==> config.mk <==
export PLATFORM = sky130hd
export DESIGN_NAME = fma_sequencer_flat
export DESIGN_NICKNAME = d
export VERILOG_FILES = /design/src/rtl/fma_sequencer_if.sv /design/src/rtl/fma_sequencer.sv /design/src/flat_wrapper.sv
export SDC_FILE = /design/constraint.sdc
export NUM_CORES = 1
export LEC_CHECK = 0
export CORE_MARGIN = 4
export CORE_UTILIZATION = 48
export CTS_CLUSTER_DIAMETER = 200
export DETAILED_ROUTE_END_ITERATION = 16
export PLACE_DENSITY_LB_ADDON = 0.1
export RECOVER_POWER = 25
export SYNTH_ARGS = -nofsm -noshare
export SYNTH_HDL_FRONTEND = slang
export SYNTH_SLANG_ARGS = --single-unit
==> constraint.sdc <==
create_clock -name clk -period 2.5 [get_ports clk]
set_input_delay 0.25 -clock clk [delete_from_list [all_inputs] [get_ports clk]]
set_output_delay 0.25 -clock clk [all_outputs]
set_load 0.01 [all_outputs]
==> src/rtl/fma_sequencer_if.sv <==
// Operand issue and result return link between the
// program sequencer and the bf16 FMA unit.
interface fma_sequencer_if;
   logic [15:0] fma_a;
   logic [15:0] fma_b;
   logic [15:0] fma_c;
   logic        fma_valid;
   logic        fma_ready;
   logic        fma_res_valid;
   logic [15:0] fma_res;

   modport master (
      output fma_a,
      output fma_b,
      output fma_c,
      output fma_valid,
      input  fma_ready,
      input  fma_res_valid,
      input  fma_res
   );

   modport slave (
      input  fma_a,
      input  fma_b,
      input  fma_c,
      input  fma_valid,
      output fma_ready,
      output fma_res_valid,
      output fma_res
   );
endinterface

==> src/rtl/fma_sequencer.sv <==
// Program sequencer for the bf16 FMA datapath: fetches,
// decodes, issues FMAs and publishes each result.
module fma_sequencer #(
   parameter int ADDR_W    = 4,
   parameter int INSTR_W   = 50,
   parameter int MAX_STEPS = 64
) (
   input  logic               clk,
   input  logic               rst,
   input  logic               start_i,
   input  logic               stop_i,
   output logic [ADDR_W-1:0]  pc_addr_o,
   input  logic [INSTR_W-1:0] instr_data_i,
   fma_sequencer_if.master    fma_if,
   output logic [15:0]        res_data_o,
   output logic               res_valid_o,
   output logic               busy_o,
   output logic               done_o,
   output logic               overrun_o,
   output logic [7:0]         fma_count_o
);

   localparam int SW = $clog2(MAX_STEPS + 1);

   localparam logic [1:0] OP_NOP  = 2'b00;
   localparam logic [1:0] OP_FMA  = 2'b01;
   localparam logic [1:0] OP_JUMP = 2'b10;
   localparam logic [1:0] OP_HALT = 2'b11;

   typedef enum logic [2:0] {
      S_IDLE,
      S_FETCH,
      S_EXEC,
      S_ISSUE,
      S_WAIT,
      S_DONE
   } state_t;

   state_t             state_q, state_d;
   logic [ADDR_W-1:0]  pc_q, pc_d;
   logic [INSTR_W-1:0] ir_q, ir_d;
   logic [SW-1:0]      steps_q, steps_d;
   logic [15:0]        a_q, a_d;
   logic [15:0]        b_q, b_d;
   logic [15:0]        c_q, c_d;
   logic [15:0]        res_q, res_d;
   logic               resv_q, resv_d;
   logic [7:0]         cnt_q, cnt_d;
   logic               ovr_q, ovr_d;
   logic               busy_q, busy_d;

   logic [1:0] op;
   logic       at_lim;
   logic       dec_hlt;
   logic       dec_lim;
   logic       dec_nop;
   logic       dec_fma;
   logic       dec_jmp;

   // One-hot decode; the step limit pre-empts all but HALT.
   always_comb begin
      op      = ir_q[49:48];
      at_lim  = (steps_q == SW'(MAX_STEPS));
      dec_hlt = (op == OP_HALT);
      dec_lim = at_lim && !dec_hlt;
      dec_nop = !at_lim && (op == OP_NOP);
      dec_fma = !at_lim && (op == OP_FMA);
      dec_jmp = !at_lim && (op == OP_JUMP);
   end

   // Next-state and datapath updates; stop overrides all.
   always_comb begin
      state_d = state_q;
      pc_d    = pc_q;
      ir_d    = ir_q;
      steps_d = steps_q;
      a_d     = a_q;
      b_d     = b_q;
      c_d     = c_q;
      res_d   = res_q;
      resv_d  = 1'b0;
      cnt_d   = cnt_q;
      ovr_d   = ovr_q;
      if (stop_i) begin
         state_d = S_IDLE;
      end else begin
         unique case (state_q)
            S_IDLE, S_DONE: begin
               if (start_i) begin
                  state_d = S_FETCH;
                  pc_d    = '0;
                  steps_d = '0;
                  cnt_d   = '0;
                  ovr_d   = 1'b0;
               end
            end
            S_FETCH: begin
               ir_d    = instr_data_i;
               steps_d = steps_q + 1'b1;
               state_d = S_EXEC;
            end
            S_EXEC: begin
               unique case (1'b1)
                  dec_hlt: state_d = S_DONE;
                  dec_lim: begin
                     ovr_d   = 1'b1;
                     state_d = S_DONE;
                  end
                  dec_nop: begin
                     pc_d    = pc_q + 1'b1;
                     state_d = S_FETCH;
                  end
                  dec_fma: begin
                     a_d     = ir_q[47:32];
                     b_d     = ir_q[31:16];
                     c_d     = ir_q[15:0];
                     state_d = S_ISSUE;
                  end
                  dec_jmp: begin
                     pc_d    = ir_q[ADDR_W-1:0];
                     state_d = S_FETCH;
                  end
                  default: state_d = S_DONE;
               endcase
            end
            S_ISSUE: begin
               if (fma_if.fma_ready) begin
                  state_d = S_WAIT;
               end
            end
            S_WAIT: begin
               if (fma_if.fma_res_valid) begin
                  res_d   = fma_if.fma_res;
                  resv_d  = 1'b1;
                  cnt_d   = (cnt_q == 8'hFF) ? cnt_q
                                             : cnt_q + 8'd1;
                  pc_d    = pc_q + 1'b1;
                  state_d = S_FETCH;
               end
            end
            default: state_d = S_IDLE;
         endcase
      end
      busy_d = !((state_d == S_IDLE) ||
                 (state_d == S_DONE));
   end

   // State and datapath registers.
   always_ff @(posedge clk) begin
      if (rst) begin
         state_q <= S_IDLE;
         pc_q    <= '0;
         ir_q    <= '0;
         steps_q <= '0;
         a_q     <= '0;
         b_q     <= '0;
         c_q     <= '0;
         res_q   <= '0;
         resv_q  <= 1'b0;
         cnt_q   <= '0;
         ovr_q   <= 1'b0;
         busy_q  <= 1'b0;
      end else begin
         state_q <= state_d;
         pc_q    <= pc_d;
         ir_q    <= ir_d;
         steps_q <= steps_d;
         a_q     <= a_d;
         b_q     <= b_d;
         c_q     <= c_d;
         res_q   <= res_d;
         resv_q  <= resv_d;
         cnt_q   <= cnt_d;
         ovr_q   <= ovr_d;
         busy_q  <= busy_d;
      end
   end

   assign pc_addr_o        = pc_q;
   assign fma_if.fma_a     = a_q;
   assign fma_if.fma_b     = b_q;
   assign fma_if.fma_c     = c_q;
   assign fma_if.fma_valid = (state_q == S_ISSUE);
   assign res_data_o       = res_q;
   assign res_valid_o      = resv_q;
   assign busy_o           = busy_q;
   assign done_o           = (state_q == S_DONE);
   assign overrun_o        = ovr_q;
   assign fma_count_o      = cnt_q;

endmodule

==> src/flat_wrapper.sv <==
// flat-port wrapper written by rule: the top's interface ports become plain ports
module fma_sequencer_flat 
#(
   parameter int ADDR_W    = 4,
   parameter int INSTR_W   = 50,
   parameter int MAX_STEPS = 64
)
  (clk, rst, start_i, stop_i, pc_addr_o, instr_data_i, res_data_o, res_valid_o, busy_o, done_o, overrun_o, fma_count_o, fma_if_fma_a, fma_if_fma_b, fma_if_fma_c, fma_if_fma_valid, fma_if_fma_ready, fma_if_fma_res_valid, fma_if_fma_res);
  fma_sequencer_if fma_if_i ();
  input  logic clk;
  input  logic rst;
  input  logic start_i;
  input  logic stop_i;
  output logic [ADDR_W-1:0] pc_addr_o;
  input  logic [INSTR_W-1:0] instr_data_i;
  output logic [15:0] res_data_o;
  output logic res_valid_o;
  output logic busy_o;
  output logic done_o;
  output logic overrun_o;
  output logic [7:0] fma_count_o;
  output wire logic [$bits(fma_if_i.fma_a)-1:0] fma_if_fma_a;
  output wire logic [$bits(fma_if_i.fma_b)-1:0] fma_if_fma_b;
  output wire logic [$bits(fma_if_i.fma_c)-1:0] fma_if_fma_c;
  output wire logic [$bits(fma_if_i.fma_valid)-1:0] fma_if_fma_valid;
  input wire logic [$bits(fma_if_i.fma_ready)-1:0] fma_if_fma_ready;
  input wire logic [$bits(fma_if_i.fma_res_valid)-1:0] fma_if_fma_res_valid;
  input wire logic [$bits(fma_if_i.fma_res)-1:0] fma_if_fma_res;
  assign fma_if_fma_a = fma_if_i.fma_a;
  assign fma_if_fma_b = fma_if_i.fma_b;
  assign fma_if_fma_c = fma_if_i.fma_c;
  assign fma_if_fma_valid = fma_if_i.fma_valid;
  assign fma_if_i.fma_ready = fma_if_fma_ready;
  assign fma_if_i.fma_res_valid = fma_if_fma_res_valid;
  assign fma_if_i.fma_res = fma_if_fma_res;
  fma_sequencer #(.ADDR_W(ADDR_W), .INSTR_W(INSTR_W), .MAX_STEPS(MAX_STEPS)) u_core (.clk(clk), .rst(rst), .start_i(start_i), .stop_i(stop_i), .pc_addr_o(pc_addr_o), .instr_data_i(instr_data_i), .fma_if(fma_if_i), .res_data_o(res_data_o), .res_valid_o(res_valid_o), .busy_o(busy_o), .done_o(done_o), .overrun_o(overrun_o), .fma_count_o(fma_count_o));
endmodule
## Word-level counts from Yosys, hierarchy flattened

Index checks and enable logic that the tools add are counted.

| operators by class | value |
|---|---|
| add/sub/neg operators | 3 |
| multipliers | 0 |
| div/mod/pow operators | 0 |
| $lt $le $gt $ge | 0 |
| eq/ne operators | 16 |
| shifts and indexed selects | 0 |
| mux-type cells | 20 |
| bitwise operators | 2 |
| reductions and logical operators | 25 |

Operator list:

| operator | number |
|---|---|
| 8-bit two-way mux | 3 |
| 8-bit one-hot mux with 2 select lines | 1 |
| 3-bit one-hot mux with 5 select lines | 1 |
| 7-bit one-hot mux with 2 select lines | 1 |
| 3-bit two-way mux | 4 |
| 4-bit one-hot mux with 3 select lines | 1 |
| 5-bit AND reduction | 2 |
| 3-bit equality test (second input constant) | 3 |
| 3-bit AND reduction | 3 |
| 8-bit by 1-bit adder with 8-bit output (second input constant) | 1 |
| 8-bit equality test (second input constant) | 1 |
| 4-bit two-way mux | 2 |
| 4-bit one-hot mux with 2 select lines | 1 |
| 7-bit by 1-bit adder with 7-bit output (second input constant) | 1 |
| 7-bit equality test (second input constant) | 1 |
| 7-bit two-way mux | 1 |
| 3-bit by 2-bit equality test with 1-bit output (second input constant) | 2 |
| 3-bit zero test | 2 |
| 2-bit != test (second input constant) | 3 |
| 3-bit one-hot mux with 2 select lines | 1 |
| 2-bit nonzero test | 3 |
| 4-bit by 1-bit adder with 4-bit output (second input constant) | 1 |
| 2-bit equality test (second input constant) | 2 |
| 1-bit logical AND | 4 |
| other kinds (15) | 21 |

| word-level totals | value |
|---|---|
| flip-flop bits (word level) | 139 |
| bits in latches | 0 |
| bits in writable memories | 0 |
| memory bits (read-only) | 0 |
| input bits | 72 |
| output and inout bits | 81 |
| word-level logic and storage cells | 78 |
| memories kept | 0 |

## Logic depth before layout (Yosys ltp)

| depth | value |
|---|---|
| depth after elaboration | 10 |
| gate-level depth with buffers | 9 |
| depth with buffers taken out | 7 |

## Least setup slack after synthesis

Ideal clock, no wire load.

| timing | value |
|---|---|
| path kind | flip-flop to flip-flop |
| start | register u_core.steps_q[0] |
| end | register u_core.b_q[11] (netlist: u_core.fma_if.fma_b[11]) |
| arrival time | 1.689 ns |
| required time | 2.360 ns |
| setup slack | 0.670 ns |
| cell stages (with the launch flop) | 10 |
| buffers on the path | 2 |
| period minus slack after synthesis | 1.830 ns |
| cell sequence | dfxtp_1 inv_1 ha_1 nand2_1 nor2_4 or4_4 buf_6 buf_6 nand2_2 a21oi_2 |

| on the way | value |
|---|---|
| cells in the longest elaborated chain, start to end | 4 |

RTL lines:

| item | line | RTL |
|---|---|---|
| start, declared | fma_sequencer.sv:42 | `logic [SW-1:0] steps_q, steps_d;` |
| start signal, assigned | fma_sequencer.sv:167 | `steps_q <= steps_d;` |
| 7-bit equality test | fma_sequencer.sv:63 | `at_lim = (steps_q == SW'(MAX_STEPS));` |
| 1-bit zero test | fma_sequencer.sv:67 | `dec_fma = !at_lim && (op == OP_FMA);` |
| 1-bit logical AND | fma_sequencer.sv:67 |  |
| 3-bit AND reduction (no line) | - |  |
| end signal, assigned | fma_sequencer.sv:156 | `b_q <= '0;` |
| end signal, assigned | fma_sequencer.sv:169 | `b_q <= b_d;` |
| end, declared | fma_sequencer.sv:44 | `logic [15:0] b_q, b_d;` |

Every way passes these cells.
A chain may end at the register's enable or synchronous reset.

## Worst setup path in the final report

| timing | value |
|---|---|
| start | register u_core.state_q[2] |
| end | output port fma_if_fma_valid |

| on the way | value |
|---|---|
| cells in the longest elaborated chain, start to end | 1 |

RTL lines:

| item | line | RTL |
|---|---|---|
| start, declared | fma_sequencer.sv:39 | `state_t state_q, state_d;` |
| start signal, assigned | fma_sequencer.sv:164 | `state_q <= state_d;` |
| 3-bit by 2-bit equality test with 1-bit output | fma_sequencer.sv:183 | `assign fma_if.fma_valid = (state_q == S_ISSUE);` |
| end, declared | flat_wrapper.sv:25 | `output wire logic [$bits(fma_if_i.fma_valid)-1:0] fma_if_fma_valid;` |

Every way passes these cells.

==> parameters.txt <==
Parameter                              Value

GRT
  Number of global-route vias before repair    4867
  Overall global routing resource usage    21.1%
  Global-route wire length before repair    22.5 mm
  Total overflow reported by the global router    0
  Maximum number of pins on one net before global-route repair    74
  Number of antenna violations at the first check in global routing    0

Die
  Ports    153
  Core box area    11000 um2
  Die Span X    115 um
  Vert. Die Dim    115 um
  Cell Rows    38
  Effective utilization at floorplan    49.9%
  Total die area    13200 um2

Worst setup path
  Buffering stage count on the worst path with inverters included    2
  Required time worst endpoint    2250 ps
  Critical Path End Type    primary output
  Critical path, cell by cell    inv_1, and3_1, clkdlybuf4s50_1
  Crit path max fanout    17
  Count of cells along the worst register-to-register path    7
  Launching element type of the critical path    flip-flop
  Critical path class    reg -> out
  Top delay family on crit path    buffers and inverters
  Cell depth of the worst setup path    3
  Signal arrival time at the worst endpoint    1910 ps
  Max stage delay on crit path    640 ps
  Worst-path cell with the longest stage delay    dfxtp_1

Power
  Worst IR Drop VDD    0.418 mV
  Areal power density over the cells    643 nW/um2
  Leakage power    0.00278 uW

Job
  Max-cap violations    0

Synthesis
  Average cell area after synthesis    8.09 um2
  Netlist cell types    51
  Synthesized instance count    677
  Share of async-settable or async-resettable flops after synthesis    0%
  Fraction of the yosys area taken by sequential cells    50.8%
  Synth Cell Area    5480 um2
  Count of synthesis-stage warnings from yosys    0
  Post-synthesis register bit count    139
  Commonest register cell after synthesis    dfxtp_1
  Synth Net Count    753
  EDFF count, synth    0

Timing
  Minimum setup slack in the final design    339 ps
  Share of the clock period used by the worst path after layout    86.4%
  Min Tclk post-route    2160 ps
  RSZ-0062 raised after global routing    false
  Setup violators final    0
  Fmax    463 MHz
  Measured slew at the worst slew-check pin    621 ps
  Slew HR    58.4%
  Setup tns final    0 ps
  Final Max Tran Viols    0
  Largest clock skew in the final design    8.30 ps
  Endpoints failing hold    0

Final layout
  Layout cell share with drive strength beyond 1    8.97%
  Final instance area    7680 um2
  NumNets Final    888
  Highest-count cells in the layout ignoring fill and taps    nand2_1, dfxtp_1, a21oi_1
  Antenna cells    0
  Most common cell after layout, fill and taps aside    nand2_1
  Layout Area Growth over Synthesis    40.2%

Clock tree
  TritonCTS sink count    139
  Total clock buffers created by CTS    17
  H-tree Lvls    4
  Clk Latency, worst-skew pair    410 ps
  Number of hold buffers added after cts    0
  CTS tree    yes
  Count of instances resized after the clock tree is built    0
  Library cell used as clock root buffer    clkbuf_16
  Post-CTS Setup Inserts    0
  Clock slew at the register clock pins of the worst setup and hold paths    60 ps
  Maximum clock insertion buffer count    2

Route
  Starting DRC count in detailed routing    377
  Via-to-Cell Ratio    5.19
  Antenna violation net count after detailed routing    0
  Number of design rule violations left after detail routing    0
  Total routed wirelength    13.8 mm
  Routed wire per std cell    14.3 um
  Number of vias after detailed routing    5008
  Detailed-router iteration count before antenna repair    5

Worst hold path
  Hold Crit Depth    2
  Type of the most critical hold path    in -> reg

Placed design
  HPWL reported at the end of detailed placement    9.16 mm
  Total cell area at the placement stage    7100 um2
  Place WS    326 ps
  PortBufs    152
  Routability Congestion    0.841

Status
  Result of the run    finished, final reports clean
cell families (layout without fill, tap and decap cells):
logic type	after synthesis	count (layout)	synth area share (%)
adders and majority gates	5	5	1.10
and+or+nand+nor	318	318	25.7
muxes	3	3	0.548
AOI/OAI and AO/OA	148	148	15.6
DFF	139	139	50.8
buffers and inverters	52	200	4.27
xor gates and xnor gates	12	12	1.92
registers in the layout, summed over array words and instances (netlist names):
| name | count |
|---|---|
| u_core.busy_o | 1 |
| u_core.ir_q | 50 |
| u_core.steps_q | 7 |
| u_core.fma_if.fma_c | 16 |
| u_core.pc_addr_o | 4 |
| u_core.res_data_o | 16 |
| u_core.fma_if.fma_b | 16 |
| u_core.res_valid_o | 1 |
| u_core.overrun_o | 1 |
| u_core.state_q | 3 |
| u_core.fma_if.fma_a | 16 |
| u_core.fma_count_o | 8 |
cell usage after synthesis, types with 2 or more instances:
library cell / count / area (um2)
nand4_1: 11 / 68.8
a211o_1: 2 / 17.5
nand2_1: 225 / 845
nand3b_1: 2 / 15.0
o21ai_0: 6 / 30.0
ha_1: 4 / 50.1
buf_2: 7 / 35.0
and3_1: 4 / 25.0
or4_4: 2 / 22.5
a22oi_1: 2 / 15.0
buf_6: 3 / 33.8
a21oi_2: 10 / 87.6
nor2_1: 29 / 109
a211oi_1: 4 / 30.0
o21ai_1: 2 / 10.0
nor2b_1: 2 / 12.5
and2_1: 7 / 43.8
dfxtp_1: 139 / 2780
and4_1: 2 / 17.5
clkbuf_1: 31 / 116
inv_1: 8 / 30.0
mux2i_1: 3 / 30.0
buf_4: 2 / 15.0
nor3_1: 2 / 10.0
nand3_1: 9 / 45.0
a21oi_1: 112 / 561
nor3b_1: 2 / 15.0
nand2_2: 10 / 62.6
nand2b_1: 2 / 12.5
xor2_1: 11 / 96.3
o32a_1: 2 / 20.0
final timing paths:
check,start,to,slack (ps)
worst max-delay path,u_core.state_q[2],fma_if_fma_valid,340
worst min-delay path,rst,u_core.res_valid_o,290
worst max register to register,u_core.steps_q[0],u_core.fma_if.fma_a[6],370
worst min register to register,u_core.ir_q[10],u_core.fma_if.fma_c[10],450
area by class of cell:
type                    count  area [um2]
flip-flops and latches    139        2780
clock buffers              18         439
fillers                   906        3310
multi-input cells         486        2470
repair buffers            160        1640
inverters                   8        30.0
well taps                 140         175
clock inverters            14         136
through the flow:
stage	total power [uW]	utilization (%)	hold WS [ps]	std cells
5_1_grt	5110	69.9	323	965
4_1_cts	4980	69.9	282	965
3_5_place_dp	2570	64.7	445	933
2_1_floorplan	2410	-	386	677
6_report	4940	69.9	292	965
3_3_place_gp	2570	64.7	434	933
routing by layer:
| metal | routed length (um) | part of all wire [%] | GRT usage [%] | vias to the layer above |
|---|---|---|---|---|
| met5 | 0 | 0 | 0 | - |
| met4 | 214 | 1.6 | 8.22 | 0 |
| met3 | 1020 | 7.4 | 5.58 | 18 |
| met2 | 6370 | 46 | 33.8 | 170 |
| met1 | 6200 | 45 | 27.3 | 2295 |
| li1 | - | - | - | 2525 |
where the power goes:
part	total (uW)	internal, uW	leakage (uW)	switching (uW)
Sequential	2260	2240	0.00112	18.6
Clock	2410	1410	0.000268	998
Combinational	268	146	0.00139	121
Total	4940	3800	0.00278	1140
Note: power is estimated with default switching activity, not from simulation.
